`src/rtl/lsp_dm_bridge_pkg.sv`:
```
// Shared types and constants for the LSP D-mem request bridge.
package lsp_dm_bridge_pkg;

  typedef enum logic [1:0] {
    DMB_IDLE     = 2'd0,
    DMB_BUS_REQ  = 2'd1,
    DMB_BUS_WAIT = 2'd2,
    DMB_RESP     = 2'd3
  } dmb_state_e;

  localparam logic [63:0] DMB_TIMEOUT_DATA = 64'hFFFF_FFFF_FFFF_FFFF;
  localparam logic [63:0] DMB_DW_ALIGN     = 64'hFFFF_FFFF_FFFF_FFF8;

endpackage

```
`src/rtl/lsp_dm_bridge_timeout_ctr.sv`:
```
// Clear/enable cycle counter with an expiry flag; LIMIT of 0 never expires.
module dmb_timeout_ctr #(
  parameter int unsigned LIMIT = 1024,
  parameter int unsigned W     = 11
) (
  input  logic clk,
  input  logic rst,
  input  logic clr_i,
  input  logic en_i,
  output logic expire_o
);

  logic [W-1:0] cnt_q;
  logic [W-1:0] cnt_d;

  always_comb begin
    cnt_d = cnt_q;
    if (clr_i)     cnt_d = '0;
    else if (en_i) cnt_d = cnt_q + 1'b1;
  end

  always_ff @(posedge clk) begin
    if (rst) cnt_q <= '0;
    else     cnt_q <= cnt_d;
  end

  // Expiry is judged on the value the counter is about to reach, so the forced
  // completion lands TIMEOUT_CYCLES cycles after the accept cycle.
  assign expire_o = (LIMIT != 0) && en_i &&
                    ((32'(cnt_q) + 32'd1) >= (LIMIT - 32'd1));

endmodule

```
`src/rtl/lsp_dm_bridge.sv`:
```
// LSP D-mem request to registered valid/ready bus bridge, one outstanding access.
// Optional posted stores: define DMB_POSTED_WRITE_EN.
module lsp_dm_bridge
  import lsp_dm_bridge_pkg::*;
#(
  parameter int unsigned TIMEOUT_CYCLES = 1024,
  parameter int unsigned TCNT_W         = 11
) (
  input  logic        clk,
  input  logic        rst,
  input  logic [63:0] lsp_dm_req_addr,
  input  logic [63:0] lsp_dm_req_wdata,
  input  logic [7:0]  lsp_dm_req_wmask,
  input  logic        lsp_dm_req_wen,
  input  logic        lsp_dm_req_valid,
  output logic        lsp_dm_req_ready,
  output logic [63:0] lsp_dm_resp_rdata,
  output logic        lsp_dm_resp_valid,
  output logic [63:0] bus_req_addr,
  output logic [63:0] bus_req_wdata,
  output logic [7:0]  bus_req_wmask,
  output logic        bus_req_wen,
  output logic        bus_req_valid,
  input  logic        bus_req_ready,
  input  logic [63:0] bus_resp_rdata,
  input  logic        bus_resp_valid,
  output logic        dm_timeout
);

  dmb_state_e  state_q, state_d;
  logic        accept, active, handshake, resp_hit, expire, timed_out;
  logic        wr_posted, post_now;
  logic        resp_fire_d, timeout_d;
  logic [63:0] rdata_d;

  logic [63:0] bus_addr_q, bus_wdata_q, rdata_q;
  logic [7:0]  bus_wmask_q;
  logic        bus_wen_q, bus_valid_q, resp_valid_q, timeout_q;

  assign accept    = lsp_dm_req_valid && lsp_dm_req_ready;
  assign active    = (state_q == DMB_BUS_REQ) || (state_q == DMB_BUS_WAIT);
  assign handshake = (state_q == DMB_BUS_REQ) && bus_valid_q && bus_req_ready;
  assign resp_hit  = (state_q == DMB_BUS_WAIT) && bus_resp_valid;
  assign timed_out = expire && !resp_hit;

  dmb_timeout_ctr #(
    .LIMIT (TIMEOUT_CYCLES),
    .W     (TCNT_W)
  ) u_tmo (
    .clk      (clk),
    .rst      (rst),
    .clr_i    (accept),
    .en_i     (active),
    .expire_o (expire)
  );

`ifdef DMB_POSTED_WRITE_EN
  logic wr_posted_q;
  always_ff @(posedge clk) begin
    if (rst)                       wr_posted_q <= 1'b0;
    else if (accept)               wr_posted_q <= lsp_dm_req_wen;
    else if (state_d == DMB_IDLE)  wr_posted_q <= 1'b0;
  end
  assign wr_posted = wr_posted_q;
  assign post_now  = accept && lsp_dm_req_wen;
`else
  assign wr_posted = 1'b0;
  assign post_now  = 1'b0;
`endif

  always_ff @(posedge clk) begin
    if (rst) state_q <= DMB_IDLE;
    else     state_q <= state_d;
  end

  // A posted write was already acknowledged, so its completion skips RESP.
  always_comb begin
    state_d = state_q;
    unique case (state_q)
      DMB_IDLE:     if (accept) state_d = DMB_BUS_REQ;
      DMB_BUS_REQ: begin
        if (timed_out)      state_d = wr_posted ? DMB_IDLE : DMB_RESP;
        else if (handshake) state_d = DMB_BUS_WAIT;
      end
      DMB_BUS_WAIT: if (resp_hit || timed_out) state_d = wr_posted ? DMB_IDLE : DMB_RESP;
      DMB_RESP:     state_d = DMB_IDLE;
      default:      state_d = DMB_IDLE;
    endcase
  end

  always_comb begin
    lsp_dm_req_ready = (state_q == DMB_IDLE) && !rst;
    resp_fire_d      = 1'b0;
    timeout_d        = 1'b0;
    rdata_d          = '0;
    if (post_now) begin
      resp_fire_d = 1'b1;
    end else if (active && (resp_hit || timed_out)) begin
      resp_fire_d = !wr_posted;
      timeout_d   = timed_out;
      if (timed_out)       rdata_d = DMB_TIMEOUT_DATA;
      else if (!bus_wen_q) rdata_d = bus_resp_rdata;
    end
  end

  always_ff @(posedge clk) begin
    if (rst) begin
      bus_addr_q   <= '0;
      bus_wdata_q  <= '0;
      bus_wmask_q  <= '0;
      bus_wen_q    <= 1'b0;
      bus_valid_q  <= 1'b0;
      resp_valid_q <= 1'b0;
      rdata_q      <= '0;
      timeout_q    <= 1'b0;
    end else begin
      if (accept) begin
        bus_addr_q  <= lsp_dm_req_addr & DMB_DW_ALIGN;
        bus_wdata_q <= lsp_dm_req_wdata;
        bus_wmask_q <= lsp_dm_req_wen ? lsp_dm_req_wmask : 8'h00;
        bus_wen_q   <= lsp_dm_req_wen;
      end
      bus_valid_q  <= (state_d == DMB_BUS_REQ);
      resp_valid_q <= resp_fire_d;
      timeout_q    <= timeout_d;
      if (resp_fire_d) rdata_q <= rdata_d;
    end
  end

  assign bus_req_addr      = bus_addr_q;
  assign bus_req_wdata     = bus_wdata_q;
  assign bus_req_wmask     = bus_wmask_q;
  assign bus_req_wen       = bus_wen_q;
  assign bus_req_valid     = bus_valid_q;
  assign lsp_dm_resp_valid = resp_valid_q;
  assign lsp_dm_resp_rdata = rdata_q;
  assign dm_timeout        = timeout_q;

endmodule

```
`config.mk`:
```
export PLATFORM = sky130hd
export DESIGN_NAME = lsp_dm_bridge
export DESIGN_NICKNAME = d
export VERILOG_FILES = /design/src/rtl/lsp_dm_bridge_pkg.sv /design/src/rtl/lsp_dm_bridge_timeout_ctr.sv /design/src/rtl/lsp_dm_bridge.sv
export SDC_FILE = /design/constraint.sdc
export NUM_CORES = 1
export LEC_CHECK = 0
export ABC_AREA = 0
export CAP_MARGIN = 20
export CELL_PAD_IN_SITES_DETAIL_PLACEMENT = 1
export CELL_PAD_IN_SITES_GLOBAL_PLACEMENT = 2
export CORE_ASPECT_RATIO = 1.2
export CORE_MARGIN = 3
export CORE_UTILIZATION = 20
export DETAILED_ROUTE_END_ITERATION = 6
export HOLD_SLACK_MARGIN = 0.1
export PLACE_DENSITY_LB_ADDON = 0.1
export SYNTH_ARGS = -nofsm -noshare
export SYNTH_HDL_FRONTEND = slang
export SYNTH_SLANG_ARGS = --single-unit
```
`constraint.sdc`:
```
create_clock -name clk -period 2 [get_ports clk]
set_clock_uncertainty 0.05 [all_clocks]
set_input_delay 0.3 -clock clk [delete_from_list [all_inputs] [get_ports clk]]
set_output_delay 0.3 -clock clk [all_outputs]
set_load 0.01 [all_outputs]
```
==> results.md <==
- Sequential power share: 39.2%
- Starting Density: 20.4%
- Setup TNS: 0 ns
- Seq. cell area: 4290 um^2
- Remaining Overflow, GRT: 0
- Vias in the first global route: 8667
- Number of synthesized flops with an enable pin: 0
- Clock share of power: 35.5%
- Max rail drop VDD: 606 uV
- Avg Vias per Cell: 4.20
- Tmin final: 1.92 ns
- Post-synthesis compound-gate area fraction: 18.6%
- Worst EP required: 2.39 ns
- GPL Wtd Cong: 0.747
- Main combinational cell family by area after synthesis: simple AND/OR/NAND/NOR gates
- Sw Share: 28.6%
- Hold Startpoint: lsp_dm_req_addr[12]
- Final setup fails: 0
- Initial antenna violation count: 2
- Detailed-route via count: 8227
- Pwr/cell area: 901 nW/um^2
- Fin util: 33.9%
- Initial DRC Count: 238
- Critical Path Source: u_tmo.cnt_q[6]
- Slowest cell delay on critical path: 0.37 ns
- Flops & latches, synth: 214
- Period Utilization, post-route: 96.2%
- Syn Inst Count: 992
- Synth Area in Simple Gates: 24.0%
- Max Cap Viol: 0
- Logic gate share of total power: 25.3%
- Area leader, netlist: dfxtp_1
- Crit path DAT: 2.31 ns
- Share of cells above drive strength 1: 8.01%
- CTS buffer count: 27
- First-pass DRT Iterations: 4
- I/O Buffers: 404
- CP Class: flip-flop to flip-flop
- DRC violations left: 0
- Die width: 195 um
- Hpwl dp: 24700 um
- First-pass GRT wire length: 51100 um
- Max clock buf depth: 3
- Max H-tree Level: 1
- Hold Vio Cnt, Final: 0
- Mean Syn Cell Area: 8.68 um^2
- Async set-or-reset flop fraction in the synthesized netlist: 0%
- CORE AREA: 42200 um^2
- Post-Syn Area: 8610 um^2
- R2r startpoint: u_tmo.cnt_q[6]
- Routed Wire Length: 33900 um
- Crit path launch type: flip-flop
- Family with the most delay on the worst path: compound AO/OA/AOI/OAI gates
- Root Buffer: clkbuf_16
- Synth Warn #: 0
- CP cell instances: and3_4, nand4_1, mux2_4, o31a_4, buf_12, o21a_1
- All-Layer GR Usage: 14.0%
- Nets: 1607
- Sequential area share after synthesis: 49.8%
- Sum of buffers and inverters on the critical path: 1
- Die H: 233 um
- Status: completed
- Site row count: 82
- Slowest CP cell: o31a_4
- Reg clk slew, reported paths: 0.06 ns
- TritonCTS clock tree: built
- Post-synthesis mux area share: 0.174%
- Post-CTS setup buffers: 0
- Hold WC Path Type: primary input to flip-flop
- Psw: 3680 uW
- Avg WL per Cell: 17.3 um
- Post-synth top area share: 49.8%
- Endpoint class of the critical path: flip-flop
- Largest net degree at the start of global routing: 97
- Int Power: 9200 uW
- FILL cells: 4860
- Top cells by area, synth: dfxtp_1 50%, nand2b_1 14%, o21ai_0 7.6%
- Main synth FF type: dfxtp_1
- Final ANT Viol Nets: 0
- Synth unique cells: 38
- P&R area growth vs syn: 66.1%
- Post-Synth XOR/XNOR Area: 1.12%
- Leak: 0.00525 uW
- Die area: 45600 um^2
- Pins Over Slew Limit: 0
- Area taken by multi-input logic gates: 3960 um^2
- Max Clk Rate: 520 MHz
- Crit Path Max Fanout: 28
- Clk_lat worst skew: 0.54 ns
- # IOs: 411
- CTS Sinks: 214
- Adder-cell share of the synthesized area: 1.02%
[path summary, 6_finish.rpt]
| check | depth (start not counted) | endpoint | slack, ns |
|---|---|---|---|
| setup / recovery | 6 | lsp_dm_resp_rdata[53] | 0.08 |
| hold / removal | 3 | bus_req_addr[12] | 0.26 |
| setup reg to reg | 6 | lsp_dm_resp_rdata[53] | 0.08 |
| hold reg to reg | 1 | lsp_dm_resp_rdata[19] | 0.41 |
[synthesized netlist by cell type (all sizes together), types with 3 or more instances]
library cell / count
a31oi: 4
nand3: 12
nand3b: 8
nor3: 3
a211oi: 3
nand4: 3
and3: 3
nor2b: 3
buf: 21
o21ai: 130
inv: 4
nand2b: 192
xor2: 5
nand2: 146
xnor2: 6
clkbuf: 61
nor2: 16
dfxtp: 214
o21a: 66
and2: 5
ha: 7
a21oi: 69
[timing repair]
action                                  4_1_cts  5_1_grt
endpoints found under the setup margin       67       66
resized for setup                             6       15
hold buffers                                  1        0
pin swaps                                     1        0
hold endpoints to repair                      1        0
[metal layers]
metal,up-vias,GRT usage (%),wire (um)
li1,4062,-,-
met1,3839,16.5,13900
met2,273,24.0,15900
met3,51,4.96,3200
met4,2,4.30,813
met5,-,0,8
[logic make-up (layout without fill, tap and decap cells)]
| group | after synthesis | in the layout |
|---|---|---|
| AND/OR/NAND/NOR | 394 | 394 |
| flip-flops | 214 | 214 |
| buffers and inverters | 86 | 503 |
| multiplexers | 1 | 1 |
| other | 1 | 4 |
| AO/OA/AOI/OAI | 278 | 278 |
| XOR/XNOR | 11 | 11 |
| adder cells (fa/ha/maj) | 7 | 7 |
[sequential cells by signal, indices dropped and copies added (netlist names)]
signal / count
u_tmo.cnt_q: 11
bus_req_wdata: 64
bus_req_wen: 1
bus_req_valid: 1
lsp_dm_resp_valid: 1
bus_req_addr: 61
state_q: 2
dm_timeout: 1
bus_req_wmask: 8
lsp_dm_resp_rdata: 64
[cell usage in the layout (no fill, tap or decap), types with 2 or more instances in the layout]
cell / count
nand2_1: 146
ha_4: 2
clkinv_2: 8
xor2_1: 5
and2_4: 2
dfxtp_2: 4
clkdlybuf4s50_1: 402
ha_1: 4
nand2b_1: 192
a211oi_1: 2
buf_4: 38
nand4_1: 3
a21oi_1: 68
clkbuf_8: 5
nor2_1: 16
a31oi_1: 3
dfxtp_1: 209
nand3b_1: 8
xnor2_1: 6
and2_1: 3
nand3_1: 12
o21ai_0: 130
nor3_1: 3
clkbuf_1: 5
o21a_1: 66
buf_12: 11
inv_1: 3
nor2b_1: 2
clkbuf_16: 27
conb_1: 3
[area by class of cell]
type | instances | share of cell area [%]
flip-flops and latches | 214 | 30.0
inverters | 4 | 0.105
clock buffers | 37 | 5.34
diodes | 1 | 0.0175
multi-input cells | 694 | 27.6
well taps | 546 | 4.78
clock inverters | 9 | 0.341
repair buffers | 453 | 31.8
[power groups by stage]
stage,Combinational (uW),Sequential (uW),Clock [uW]
2_1_floorplan,1090,5330,0
3_3_place_gp,3280,5110,0
3_5_place_dp,3300,5130,0
4_1_cts,3310,5050,4830
5_1_grt,3590,5120,4970
6_report,3260,5050,4570
[worst register-to-register path, delay by kind of cell (launching register included)]
family,cells,cell delay [ns]
compound gates,2,0.58
flops,1,0.35
mux,1,0.33
simple gates,2,0.35
buf+inv,1,0.17
[through the flow]
stage / setup WS, ns / power [uW] / hold WS, ns / cells / cell area, um^2
global placement: 0.0141 / 8390 / 0.398 / 1910 / 13400
CTS: 0.00587 / 13200 / 0.219 / 1957 / 14200
global route: -0.0245 / 13700 / 0.243 / 1958 / 14300
detailed placement: -0.0212 / 8430 / 0.402 / 1910 / 13400
finish: 0.0762 / 12900 / 0.257 / 1958 / 14300
floorplan: 0.000681 / 6420 / 0.359 / 994 / 8640
No activity file was read; power rests on OpenSTA's default activity.
